File: src/rtl/player_executor.sv
// player_executor: receiving end of the Machine -> player instruction bus.
// Decodes {op[15:12], arg[11:4], 4'b0} and keeps the player's HP, soul
// position, invulnerability and death state. It also runs the damage
// request handshake towards Machine.
// Ports:
//   clk, rst                  clock, synchronous active-high reset
//   playerInstruction[15:0]   {op, arg, 4'b0}; op 1 HPY 2 DPY 3 IDG 4 SDG 5 MOV 6 SHP
//   isMove                    qualifies MOV this cycle
//   startDmg                  strobe: execute HPY/DPY on the bus, close request
//   hit                       collision pulse from the bullet logic
//   isDmgComplete             damage request pending to Machine
//   isDeath                   sticky, HP reached 0
//   invuln                    damage is being ignored
//   hp[7:0], posX/posY[9:0]   HP and top-left soul pixel for the renderer
module player_executor #(
   parameter int unsigned MAX_HP     = 100,
   parameter int unsigned BOX_X0     = 220,
   parameter int unsigned BOX_X1     = 420,
   parameter int unsigned BOX_Y0     = 260,
   parameter int unsigned BOX_Y1     = 420,
   parameter int unsigned STEP       = 4,
   parameter int unsigned MOVE_DIV   = 250000,
   parameter int unsigned INVULN_CYC = 100000000
) (
   input  logic        clk,
   input  logic        rst,
   input  logic [15:0] playerInstruction,
   input  logic        isMove,
   input  logic        startDmg,
   input  logic        hit,
   output logic        isDmgComplete,
   output logic        isDeath,
   output logic        invuln,
   output logic [7:0]  hp,
   output logic [9:0]  posX,
   output logic [9:0]  posY
);

   localparam int unsigned IW = $clog2(INVULN_CYC + 1);
   localparam int unsigned CW = $clog2(MOVE_DIV + 1);

   localparam logic [9:0] X_MID   = 10'((BOX_X0 + BOX_X1) / 2);
   localparam logic [9:0] Y_MID   = 10'((BOX_Y0 + BOX_Y1) / 2);
   localparam logic [9:0] X_LO    = 10'(BOX_X0);
   localparam logic [9:0] X_HI    = 10'(BOX_X1);
   localparam logic [9:0] Y_LO    = 10'(BOX_Y0);
   localparam logic [9:0] Y_HI    = 10'(BOX_Y1);
   localparam logic [9:0] X_LO_ST = 10'(BOX_X0 + STEP);
   localparam logic [9:0] X_HI_ST = 10'(BOX_X1 - STEP);
   localparam logic [9:0] Y_LO_ST = 10'(BOX_Y0 + STEP);
   localparam logic [9:0] Y_HI_ST = 10'(BOX_Y1 - STEP);
   localparam logic [9:0] STEP10  = 10'(STEP);
   localparam logic [7:0] HP_MAX8 = 8'(MAX_HP);
   localparam logic [8:0] HP_MAX9 = 9'(MAX_HP);

   localparam logic [3:0] OP_HPY = 4'd1;
   localparam logic [3:0] OP_DPY = 4'd2;
   localparam logic [3:0] OP_IDG = 4'd3;
   localparam logic [3:0] OP_SDG = 4'd4;
   localparam logic [3:0] OP_MOV = 4'd5;
   localparam logic [3:0] OP_SHP = 4'd6;

   typedef enum logic {S_IDLE = 1'b0, S_PEND = 1'b1} dmg_state_t;

   dmg_state_t      r_state, w_state_nxt;
   logic [7:0]      r_hp;
   logic [9:0]      r_posX, r_posY;
   logic            r_death, r_invuln;
   logic [IW-1:0]   r_icnt;
   logic [CW-1:0]   r_cool;

   logic [3:0]      w_op;
   logic [7:0]      w_arg;
   logic [8:0]      w_hp_sum;
   logic [7:0]      w_hp_dmg;
   logic            w_dmg_ok;
   logic            w_mov_ok;
   logic [9:0]      w_x_nxt, w_y_nxt;
   logic            w_unused;

   assign w_op     = playerInstruction[15:12];
   assign w_arg    = playerInstruction[11:4];
   assign w_unused = ^playerInstruction[3:0];

   assign w_hp_sum = {1'b0, r_hp} + {1'b0, w_arg};
   assign w_hp_dmg = (w_arg >= r_hp) ? 8'd0 : r_hp - w_arg;
   assign w_dmg_ok = startDmg && (w_op == OP_DPY) && !r_invuln && !r_death;
   assign w_mov_ok = (w_op == OP_MOV) && isMove && (r_cool == '0) && (w_arg < 8'd4);

   // Clamped one-step move target for the requested direction
   always_comb begin
      w_x_nxt = r_posX;
      w_y_nxt = r_posY;
      case (w_arg)
         8'd0:    w_y_nxt = (r_posY < Y_LO_ST) ? Y_LO : r_posY - STEP10;
         8'd1:    w_x_nxt = (r_posX < X_LO_ST) ? X_LO : r_posX - STEP10;
         8'd2:    w_y_nxt = (r_posY > Y_HI_ST) ? Y_HI : r_posY + STEP10;
         8'd3:    w_x_nxt = (r_posX > X_HI_ST) ? X_HI : r_posX + STEP10;
         default: ;
      endcase
   end

   // Damage request handshake state register
   always_ff @(posedge clk) begin
      if (rst) r_state <= S_IDLE;
      else     r_state <= w_state_nxt;
   end

   // startDmg (or SHP) closes the request and beats a simultaneous hit
   always_comb begin
      w_state_nxt = r_state;
      if ((w_op == OP_SHP) || startDmg)
         w_state_nxt = S_IDLE;
      else if ((r_state == S_IDLE) && hit && !r_invuln && !r_death)
         w_state_nxt = S_PEND;
   end

   // Player state: HP, position, invulnerability, cooldowns
   always_ff @(posedge clk) begin
      if (rst) begin
         r_hp     <= 8'd0;
         r_posX   <= X_MID;
         r_posY   <= Y_MID;
         r_death  <= 1'b0;
         r_invuln <= 1'b0;
         r_icnt   <= '0;
         r_cool   <= '0;
      end else begin
         if (r_cool != '0) r_cool <= r_cool - CW'(1);
         // invuln falls one cycle after the counter has reached zero
         if (r_icnt != '0) r_icnt <= r_icnt - IW'(1);
         else              r_invuln <= 1'b0;

         case (w_op)
            OP_SHP: begin
               r_hp     <= (w_arg > HP_MAX8) ? HP_MAX8 : w_arg;
               r_posX   <= X_MID;
               r_posY   <= Y_MID;
               r_death  <= 1'b0;
               r_invuln <= 1'b0;
               r_icnt   <= '0;
               r_cool   <= '0;
            end
            OP_HPY: begin
               if (startDmg) r_hp <= (w_hp_sum > HP_MAX9) ? HP_MAX8 : w_hp_sum[7:0];
            end
            OP_DPY: begin
               if (w_dmg_ok) begin
                  r_hp     <= w_hp_dmg;
                  r_invuln <= 1'b1;
                  r_icnt   <= IW'(INVULN_CYC);
                  if (w_hp_dmg == 8'd0) r_death <= 1'b1;
               end
            end
            OP_IDG: begin
               r_invuln <= 1'b1;
               r_icnt   <= IW'(INVULN_CYC);
            end
            OP_SDG: begin
               r_invuln <= 1'b0;
               r_icnt   <= '0;
            end
            OP_MOV: begin
               if (w_mov_ok) begin
                  r_posX <= w_x_nxt;
                  r_posY <= w_y_nxt;
                  r_cool <= CW'(MOVE_DIV - 1);
               end
            end
            default: ;
         endcase
      end
   end

   assign isDmgComplete = (r_state == S_PEND);
   assign isDeath       = r_death;
   assign invuln        = r_invuln;
   assign hp            = r_hp;
   assign posX          = r_posX;
   assign posY          = r_posY;

endmodule

File: config.mk
export PLATFORM = sky130hd
export DESIGN_NAME = player_executor
export DESIGN_NICKNAME = d
export VERILOG_FILES = /design/src/rtl/player_executor.sv
export SDC_FILE = /design/constraint.sdc
export NUM_CORES = 1
export LEC_CHECK = 0
export CORE_MARGIN = 3
export CORE_UTILIZATION = 58
export DETAILED_ROUTE_END_ITERATION = 7
export HOLD_SLACK_MARGIN = 0.1
export PLACE_DENSITY = 0.81
export SLEW_MARGIN = 20
export SYNTH_ARGS = -nofsm -noshare
export SYNTH_HDL_FRONTEND = slang
export SYNTH_SLANG_ARGS = --single-unit
File: constraint.sdc
create_clock -name clk -period 3.1 [get_ports clk]
set_clock_uncertainty 0.2 [all_clocks]
set_input_delay 0.465 -clock clk [delete_from_list [all_inputs] [get_ports clk]]
set_output_delay 0.465 -clock clk [all_outputs]
set_load 0.005 [all_outputs]
Word-level counts from Yosys, hierarchy flattened --
Index checks and enable logic that the tools add are counted.
Operators by class: multiplexer cells 28, add/sub/neg operators 8, equal/unequal tests 15, reductions and logical operators 26, bitwise operators 1, magnitude comparators 8
Operators by type and width (number):
- $pmux W27 S3 | 1
- $pmux W10 S2 | 4
- $mux W10 | 6
- $mux W27 | 2
- $mux W8 | 5
- $mux W18 | 2
- $pmux W18 S2 | 1
- $reduce_bool A27 Y1 | 1
- $sub A27 B1 Y27 const B | 1
- $pmux W8 S3 | 1
- $add A10 B3 Y10 const B | 2
- $gt A10 B9 Y1 const B | 2
- $sub A10 B3 Y10 const B | 2
- $logic_not A18 Y1 | 1
- $reduce_bool A18 Y1 | 1
- $sub A18 B1 Y18 const B | 1
- $eq A8 B2 Y1 const B | 2
- $logic_not A8 Y1 | 2
- $eq A4 B3 Y1 const B | 3
- $reduce_and A3 Y1 | 4
- $lt A10 B8 Y1 const B | 1
- $lt A10 B9 Y1 const B | 1
- $add A8 B8 Y9 | 1
- $gt A9 B7 Y1 const B | 1
- other kinds (20) | 38
Word-level totals: input bits 21, output and inout bits 31, bits in registers 76

Logic depth before layout (Yosys ltp) --
word-level depth 6, gate-level depth with buffers 10, depth with buffers taken out 10

Worst setup path before layout --
No wires, ideal clock.
path type input port to flip-flop, start point in playerInstruction[7], end point reg r_hp[1], in the netlist hp[1], path slack 536 ps, arrival time 2236 ps, setup time 128 ps, required time 2772 ps, path buffers 1, stages on the path 9, cell sequence inv_1 > ha_1 > clkbuf_1 > a21oi_1 > a21oi_1 > o311a_1 > a221oi_1 > a221o_1 > a21oi_1
On the way: longest elaborated chain between the ends 5
Ends and longest elaborated chain:
- start: declaration | RTL line 27 | input logic [15:0] playerInstruction,
- $add A8 B8 Y9 | RTL line 85 | assign w_hp_sum = {1'b0, r_hp} + {1'b0, w_arg};
- $gt A9 B7 Y1 | RTL line 145 | if (startDmg) r_hp <= (w_hp_sum > HP_MAX9) ? HP_MAX8 : w_hp_sum[7:0];
- $mux W8 (2 in series) | RTL line 145
- $pmux W8 S3 (*) | RTL line 134 | case (w_op)
- end signal: assignment | RTL line 136 | r_hp <= (w_arg > HP_MAX8) ? HP_MAX8 : w_arg;
- end signal: assignment | RTL line 145
- end signal: assignment | RTL line 149 | r_hp <= w_hp_dmg;
- end: declaration | RTL line 66 | logic [7:0] r_hp;
Every way passes the cells marked *; elsewhere a longest branch is shown, timed or not. The select of a mux whose other input is x is not followed. A chain may end at the register's enable or synchronous reset.

Worst setup path in the final report --
start point in playerInstruction[9], end point reg r_hp[4], in the netlist hp[4]
Same word-level chain as after synthesis.

==> qor.csv <==
metric;value;unit
worst path required time;3.18;ns
worst rel slew slack;56.4;%
CP Cell Sequence;clkdlybuf4s50_1, inv_1, ha_1, inv_1, a221oi_1, buf_4, nand4b_1, a21oi_1, buf_4, o211ai_1, a21oi_1;
Clk pin slew, worst setup/hold paths;0.08;ns
gpl congestion;0.971;
total wire length;13700;um
H-Tree Depth;3;
area occupied by registers;1440;um^2
final non-filler cell total;810;
WP data arrival;3.03;ns
Port Buffer Count;43;
Worst setup EP type;flop;
commonest cells after routing, fill and taps aside;dfxtp_1, buf_4, nor2_1;
Top FF cell, synth;dfxtp_1;
Setup WS post-layout;0.148;ns
io pins;52;
wire length per cell;16.9;um
distinct cell type count of the synthesized netlist;90;
cell area after layout;6120;um^2
Mapped Area;5010;um^2
gate count of the mapped netlist;617;
clock sinks;72;
CTS max path bufs;2;
diode count;0;
die height;98.9;um
Min-Delay Path Depth;1;
Starting Density;60.3;%
clk_lat worst skew;0.35;ns
Fin. Hold Viols;0;
Post-synth EDFFs;0;
setup violators final;0;
DR vias;5128;
origin of the critical flop-to-flop path;r_icnt[0];
initial antenna violation count;0;
fin crit share;95.2;%
sum of negative setup slack;0;ns
Row Count;33;
Final Max Slew Viols;0;
FMAX;339;MHz
fraction of layout cells with a size suffix above 1;16.2;%
Final #Nets;746;
grt total ovfl;0;
reg2reg end;r_icnt[13];
max-cap violations;0;
Via density;6.33;
Placed Cells;794;
post-synthesis async set-or-reset flop share;0;%
Place WS;-0.108;ns
sequential fraction of the synthesis area;28.8;%
# fillers;668;
first-pass GRT wire length;23100;um
max incr delay on CP;0.49;ns
residual DRC count;0;
Die Width;98.9;um
Reg2Reg Setup Slack;0.29;ns
most common cell after layout, fill and taps aside;dfxtp_1;
post-route ant nets;0;
path depth of the worst reg2reg path;8;
origin of the worst min-delay path;r_cool[3];
largest net degree at the start of global routing;19;
RSZ-0062 raised after global routing;false;
outcome;finished, final reports clean;
P_leak;2.38;nW
Worst Hold End;r_cool[3];
CTS buffer count;9;
post-CTS resize count;0;
root buffer cell;clkbuf_8;
DRT iter0 DRCs;308;
PwrDens;742;nW/um^2
worst vdd ir;0.511;mV
vias in the first global route;4951;
post-CTS setup repair buffer count;0;
CP Launch Type;input port;
measured slew at the worst slew-check pin;0.646;ns
Tmin final;2.95;ns
Core Area;8300;um^2
hold crit path type;flop to flop;
synthesized area per cell;8.12;um^2
Multi-input gate area;3350;um^2
CP max stage cell;clkdlybuf4s50_1;
synth warn;0;
Pre-Repair DR Iteration Count;5;
CTS Hold Bufs;0;
CTS tree;built;
crit-path max FO;7;
post-synthesis sequential element count;72;
Crit Path Category;input port to flop;
Post-DP Area;5860;um^2
Area growth, synth to finish;22.2;%
DPL Wire Length;10000;um
Die ar.;9780;um^2
gr usage total;28.1;%
per-stage QoR:
step	hold WS [ns]	util (%)	total power, mW
after floorplan	0.244	-	3.02
after global placement	0.264	70.6	3.45
after detailed placement	0.275	70.6	3.55
after CTS	0.292	73.6	4.52
after global routing	0.331	73.8	4.86
final	0.295	73.8	4.54
logic make-up (layout without fill, tap and decap cells):
logic type      count (synthesis)  count (layout)  share of synthesized area (%)
compound gates                177             177                           24.8
xor+xnor                       41              41                           7.17
fa+ha+maj                      25              25                           6.55
buf+inv                        57             142                           4.77
flops                          72              72                           28.8
mux                             2               2                          0.400
other cells                     1               4                         0.0749
simple gates                  242             242                           27.5
cell type report:
cell class | instances | share of cell area (%)
tap | 105 | 2.15
multi-input combinational | 491 | 54.7
timing repair buffer | 98 | 13.8
clock buffer | 9 | 2.02
clock inverter | 7 | 2.04
sequential | 72 | 23.5
inverter | 28 | 1.72
worst max path at each step:
stage | startpoint | to | slack (ns) | depth (start not counted)
3_5_place_dp | playerInstruction[4] | hp[2] | -0.11 | 10
3_3_place_gp | playerInstruction[4] | hp[2] | -0.1 | 10
6_report | playerInstruction[9] | hp[4] | 0.15 | 11
2_1_floorplan | playerInstruction[7] | hp[1] | 0.54 | 9
4_1_cts | playerInstruction[7] | hp[4] | 0.20 | 11
5_1_grt | playerInstruction[9] | hp[0] | 0.01 | 10
cells in the mapped netlist, drive strengths merged (19+ instances only):
cell     n  area [um^2]
nor2    51          191
xor2    20          175
a21oi   42          214
clkbuf  20         75.1
nand3   19          100
inv     28          105
xnor2   21          184
ha      23          288
dfxtp   72         1440
nand2   39          146
o21ai   43          234
nor3    29          155
registers in the layout (all words and copies together) (netlist names):
name / count
hp: 8
invuln: 1
isDeath: 1
isDmgComplete: 1
posX: 8
posY: 8
r_cool: 18
r_icnt: 27
report_power, final:
group          switching, mW  internal, mW
sequential             0.261          1.17
clock                  0.386         0.545
combinational           1.25         0.928
critical path: cells and delay by family:
family / cells / cell delay [ns]
buffers and inverters: 5 / 1.05
AO/OA/AOI/OAI: 4 / 0.93
adder cells (fa/ha/maj): 1 / 0.42
AND/OR/NAND/NOR: 1 / 0.17
routing by layer:
| layer | vias up | wire (um) | GRT usage [%] |
|---|---|---|---|
| met2 | 195 | 6640 | 47.4 |
| li1 | 2466 | - | - |
| met4 | 0 | 162 | 6.93 |
| met1 | 2447 | 5910 | 37.2 |
| met5 | - | 0 | 0 |
| met3 | 20 | 975 | 5.17 |
Power figures use the tool's default switching activity.
